### src/rtl/alu_iterative.sv
// Multi-cycle EX-stage ALU: single-cycle logic/arith/compare ops and
// bit-serial shifts (one bit per cycle), with valid/ready on both sides.
module alu_iterative #(
  parameter  int DATA_WIDTH = 32,
  localparam int SHAMT_W    = $clog2(DATA_WIDTH)
) (
  input  logic                  clk,
  input  logic                  rst_n,
  input  logic                  in_valid,
  output logic                  in_ready,
  input  logic [3:0]            Operation,
  input  logic [DATA_WIDTH-1:0] SrcA,
  input  logic [DATA_WIDTH-1:0] SrcB,
  output logic                  out_valid,
  input  logic                  out_ready,
  output logic [DATA_WIDTH-1:0] ALUResult,
  output logic                  Zero,
  output logic                  busy
);

  typedef enum logic [1:0] {IDLE, SHIFT, DONE} state_t;
  typedef enum logic [1:0] {SH_LL, SH_RL, SH_RA} shkind_t;

  state_t                state, state_nxt;
  shkind_t               kind, kind_dec;
  logic                  accept;
  logic                  is_shift;
  logic [SHAMT_W-1:0]    shamt;
  logic [SHAMT_W-1:0]    cnt;
  logic [DATA_WIDTH-1:0] quick;
  logic [DATA_WIDTH-1:0] work;
  logic [DATA_WIDTH-1:0] work_step;

  // Operation decode and the single-cycle result (shift-by-0 passes SrcA).
  always_comb begin
    shamt    = SrcB[SHAMT_W-1:0];
    is_shift = 1'b0;
    kind_dec = SH_LL;
    quick    = '0;
    case (Operation)
      4'b0000: quick = SrcA & SrcB;
      4'b0001: quick = SrcA | SrcB;
      4'b0010: quick = SrcA + SrcB;
      4'b0011: quick = SrcA ^ SrcB;
      4'b0100: begin is_shift = 1'b1; kind_dec = SH_LL; quick = SrcA; end
      4'b0101: begin is_shift = 1'b1; kind_dec = SH_RL; quick = SrcA; end
      4'b0110: quick = SrcA - SrcB;
      4'b0111: begin is_shift = 1'b1; kind_dec = SH_RA; quick = SrcA; end
      4'b1000: quick = DATA_WIDTH'(SrcA == SrcB);
      4'b1100: quick = DATA_WIDTH'($signed(SrcA) < $signed(SrcB));
      4'b1110: quick = SrcA + SrcB;
      default: quick = '0;
    endcase
  end

  // One-bit step of the working register for the latched shift kind.
  always_comb begin
    work_step = work;
    case (kind)
      SH_LL:   work_step = {work[DATA_WIDTH-2:0], 1'b0};
      SH_RL:   work_step = {1'b0, work[DATA_WIDTH-1:1]};
      SH_RA:   work_step = {work[DATA_WIDTH-1], work[DATA_WIDTH-1:1]};
      default: work_step = work;
    endcase
  end

  // Next-state logic and handshake outputs.
  always_comb begin
    in_ready  = (state == IDLE);
    out_valid = (state == DONE);
    busy      = (state != IDLE);
    accept    = in_valid && in_ready;
    state_nxt = state;
    case (state)
      IDLE:    if (accept) state_nxt = (is_shift && shamt != '0) ? SHIFT : DONE;
      SHIFT:   if (cnt == SHAMT_W'(1)) state_nxt = DONE;
      DONE:    if (out_ready) state_nxt = IDLE;
      default: state_nxt = IDLE;
    endcase
  end

  // State register.
  always_ff @(posedge clk or negedge rst_n) begin
    if (!rst_n) state <= IDLE;
    else        state <= state_nxt;
  end

  // Datapath: operand capture, iterative shift, result/Zero registers.
  // Result ports are written only on the last shift step so they never
  // show partial shift values.
  always_ff @(posedge clk or negedge rst_n) begin
    if (!rst_n) begin
      work      <= '0;
      cnt       <= '0;
      kind      <= SH_LL;
      ALUResult <= '0;
      Zero      <= 1'b0;
    end else begin
      if (accept) begin
        if (is_shift && shamt != '0) begin
          work <= SrcA;
          cnt  <= shamt;
          kind <= kind_dec;
        end else begin
          ALUResult <= quick;
          Zero      <= (quick == '0);
        end
      end
      if (state == SHIFT) begin
        work <= work_step;
        cnt  <= cnt - SHAMT_W'(1);
        if (cnt == SHAMT_W'(1)) begin
          ALUResult <= work_step;
          Zero      <= (work_step == '0);
        end
      end
    end
  end

endmodule

### config.mk
export PLATFORM = sky130hd
export DESIGN_NAME = alu_iterative
export DESIGN_NICKNAME = d
export VERILOG_FILES = /design/src/rtl/alu_iterative.sv
export SDC_FILE = /design/constraint.sdc
export NUM_CORES = 1
export LEC_CHECK = 0
export CAP_MARGIN = 15
export CORE_MARGIN = 5
export CORE_UTILIZATION = 40
export DETAILED_ROUTE_END_ITERATION = 6
export SETUP_SLACK_MARGIN = 0.2
export SYNTH_ARGS = -nofsm -noshare
export SYNTH_HDL_FRONTEND = slang
export SYNTH_SLANG_ARGS = --single-unit
### constraint.sdc
create_clock -name clk -period 3.1 [get_ports clk]
set_clock_uncertainty 0.1 [all_clocks]
set_input_delay 0.775 -clock clk [delete_from_list [all_inputs] [get_ports clk]]
set_output_delay 0.775 -clock clk [all_outputs]
set_load 0.02 [all_outputs]
==> qor.yml <==
floorplanning:
  io_pins: 108
  coreArea_sq_um: 25300
  die_y_um: 170
  placementRows: 58
  start_util_pct: 40.6
  die-area_sq_um: 29000
  die_w_um: 170
clock_tree:
  htree_levels: 3
  clk_pin_slew_ns: 0.06
  clockRootBuffer: "clkbuf_16"
  cts-hold-fix-buffers: 0
  cts_sinks: 74
  cts_buffers: 9
  cts_tree: "built"
  clock_latency_ns: 0.34
  ctsLongestPathBuffers: 2
timing:
  finalMaxSlewViolations: 0
  post-route-period-util_pct: 122
  max_clock_freq_mhz: 265
  timing.final.crit_period_ns: 3.78
  holdWs_ns: 0.360
  setup_ws_ns: -0.680
  setup_viol_count_final: 22
  hold_viol: 0
  rsz0062_at_grt: "yes"
  tightest_slew_ns: 0.678
  maxSlewHeadroom_pct: 54.3
layout:
  syn_to_final_growth_pct: 79.0
  layout_commonest_cell: "buf_4"
  final_cell_mix: "buf_4, nor2_1, o21ai_0"
  num-fill-cells: 1997
  drive_above_1_share_pct: 47.0
  fin_area_sq_um: 18400
  final_nets: 2223
  num_antenna_cells: 0
synthesis:
  ys.flop_type: "dfrtp_1"
  ys_ff_latch: 74
  synth.cell_area_sq_um: 10300
  async_flop_share_pct: 100
  synth.distinct_cells: 92
  avgSynthCellArea_sq_um: 7.10
  synth_cells: 1445
  synthTopCellsByArea: "dfrtp_1, ha_1, o21ai_0"
  ys_warn_count: 0
  ys_seq_area_share_pct: 18.0
  synth_top_area_share_pct: 18.0
  synth_top_area_cell: "dfrtp_1"
  synth_edf_count: 0
  syn-num-nets: 1617
detailed_routing:
  drc: 0
  drtPass1Iterations: 6
  drt.antenna.violating_nets: 0
  drt_iter0_markers: 1236
  via_count: 14000
  via_per_inst: 5.87
  wire_per_inst_um: 21.7
  totalWireLength_um: 51800
global_routing:
  grt_pass1_vias: 14100
  grt_antenna_before_repair: 0
  overflow: 0
  grt_max_degree: 56
  grt_pass1_wl_um: 78800
  grt_usage_pct: 34.5
worst_setup_path:
  critPathKind: "in -> reg"
  critPathLaunchType: "input pin"
  path_common_cell: "buf_6"
  cp_data_arrival_time_ns: 3.93
  crit_family: "compound AO/OA/AOI/OAI gates"
  critPathMaxFanout: 5
  cpMaxStageDelayCell: "a2111oi_4"
  path_buf_inv: 5
  cp.required_ns: 3.25
  critPathLaunch: "SrcB[2]"
  crit_path_max_incr_delay_ns: 0.33
  crit_chain: "buf_8, inv_6, ha_4, buf_6, o211ai_1, o21a_2, o31ai_4, buf_6, nand2_1, a2111oi_4, o32a_1, o22ai_1, buf_4, nor3_1, and4_1, nand4_1, o31ai_2"
  crit_path_end_kind: "flop"
  timing.rr.start: "state[0]$_DFFE_PN0P_"
min_path:
  hold_class: "in -> async"
place:
  place_congestion: 0.942
  dpl-instance-area_sq_um: 15200
  hpwlAfterDp_um: 39400
  port_buffers: 107
outcome:
  status: "finished, violations left"
  violations: "negative setup slack"
power_and_ir_drop:
  p_total_w: 0.00809
  p_sw_share_pct: 45.3
  p_switching_w: 0.00366
  pwr-share-clk_pct: 12.4
  p_int_w: 0.00443
  p_per_area_nw_per_um2: 440
  irDropWorstVdd_mv: 0.561
  seq_power_share_pct: 22.8
  pwr-share-comb_pct: 64.7
  power.leakage_nw: 7.94
job:
  max-cap-violations: 0
[worst register-to-register path: stages, from the launching register on]
cell and delay (ns):
dfrtp_1 0.43, nor2_1 0.27, nand2_1 0.19, a21oi_1 0.14
and3_1 0.18, nand2_1 0.09, nor4_4 0.34, nand4_1 0.26
nor4_2 0.24, and4_1 0.23, nand4_1 0.10, o31ai_2 0.21
[cell usage after synthesis (9+ instances only)]
master / n
a211oi_1: 16
a21o_1: 19
a21oi_1: 109
a221o_1: 10
a221oi_1: 9
a22oi_1: 13
a31oi_1: 16
buf_1: 9
buf_2: 19
clkbuf_1: 67
dfrtp_1: 74
ha_1: 98
inv_1: 98
mux2i_1: 24
nand2_1: 111
nand2b_1: 38
nand3_1: 26
nand4_1: 21
nor2_1: 157
nor2b_1: 16
nor3_1: 36
nor4_1: 22
o211ai_1: 44
o21ai_0: 150
o21bai_1: 11
o22ai_1: 35
o31ai_1: 19
or3_1: 9
[kinds of logic (layout without fill, tap and decap cells)]
family | count (synthesis) | count (layout) | synth area share [%]
muxes | 26 | 26 | 2.56
DFF | 74 | 74 | 18.0
adders and majority gates | 100 | 100 | 12.3
AOI/OAI and AO/OA | 550 | 550 | 35.3
buffers and inverters | 204 | 815 | 7.91
and+or+nand+nor | 484 | 484 | 23.3
xor gates and xnor gates | 7 | 7 | 0.597
[per-stage QoR]
step           TNS [ns]  cells  utilization, %  setup WS [ns]
3_5_place_dp     -36.03   2245            60.4          -1.87
4_1_cts           -5.54   2351            69.4         -0.708
2_1_floorplan     -1.62   1445               -         -0.617
6_report          -5.27   2386            72.8         -0.680
5_1_grt           -7.92   2386            72.8         -0.833
3_3_place_gp     -36.14   2244            60.3          -1.81
[cell type report]
cell class,instances,area (sq um),area share (%)
clock buffer,11,243,1.32
clock inverter,5,38.8,0.211
inverter,104,435,2.37
multi-input combinational,1167,9470,51.5
sequential,74,1850,10.1
tap,330,413,2.25
timing repair buffer,695,5930,32.3
[sequential cells by signal (all words and copies together) (netlist names)]
register,flops
kind,2
Zero,1
state,2
ALUResult,32
work,32
cnt,5
[power by group through the flow]
stage	combinational [W]	clock (W)	sequential, W
after floorplan	0.00214	0	0.00193
after global placement	0.00437	0	0.00181
after detailed placement	0.00443	0	0.00183
after CTS	0.00493	0.00101	0.00181
after global routing	0.00563	0.00106	0.00189
final	0.00524	0.00101	0.00185
[routing by layer]
metal,vias to the layer above,wire length (um),global-route usage [%],share of wire [%]
met4,0,3690,19.2,7.1
li1,6540,-,-,-
met5,-,0,0,0
met2,556,24300,57.8,47
met1,6750,21100,43.1,41
met3,165,2750,4.00,5.3
[worst paths after layout]
kind | to | slack [ns] | cells past startpoint
max in group asynchronous | work[10]$_DFFE_PN0P_ | 1.92 | 2
setup reg to reg | Zero$_DFF_PN0_ | 0.23 | 11
hold reg to reg | state[1]$_DFFE_PN0P_ | 0.45 | 1
setup / recovery | Zero$_DFF_PN0_ | -0.68 | 17
hold / removal | work[25]$_DFFE_PN0P_ | 0.36 | 1
min in group clk | state[1]$_DFFE_PN0P_ | 0.45 | 1
[repair_timing]
| action | CTS | global route |
|---|---|---|
| buffers inserted | 89 | 35 |
| pin swaps | 139 | 104 |
| gates cloned | 1 | 0 |
| endpoints found under the setup margin | 37 | 29 |
| endpoints found under the hold margin | 0 | 0 |
| gates resized for setup | 465 | 189 |
Note: power is estimated with default switching activity, not from simulation.
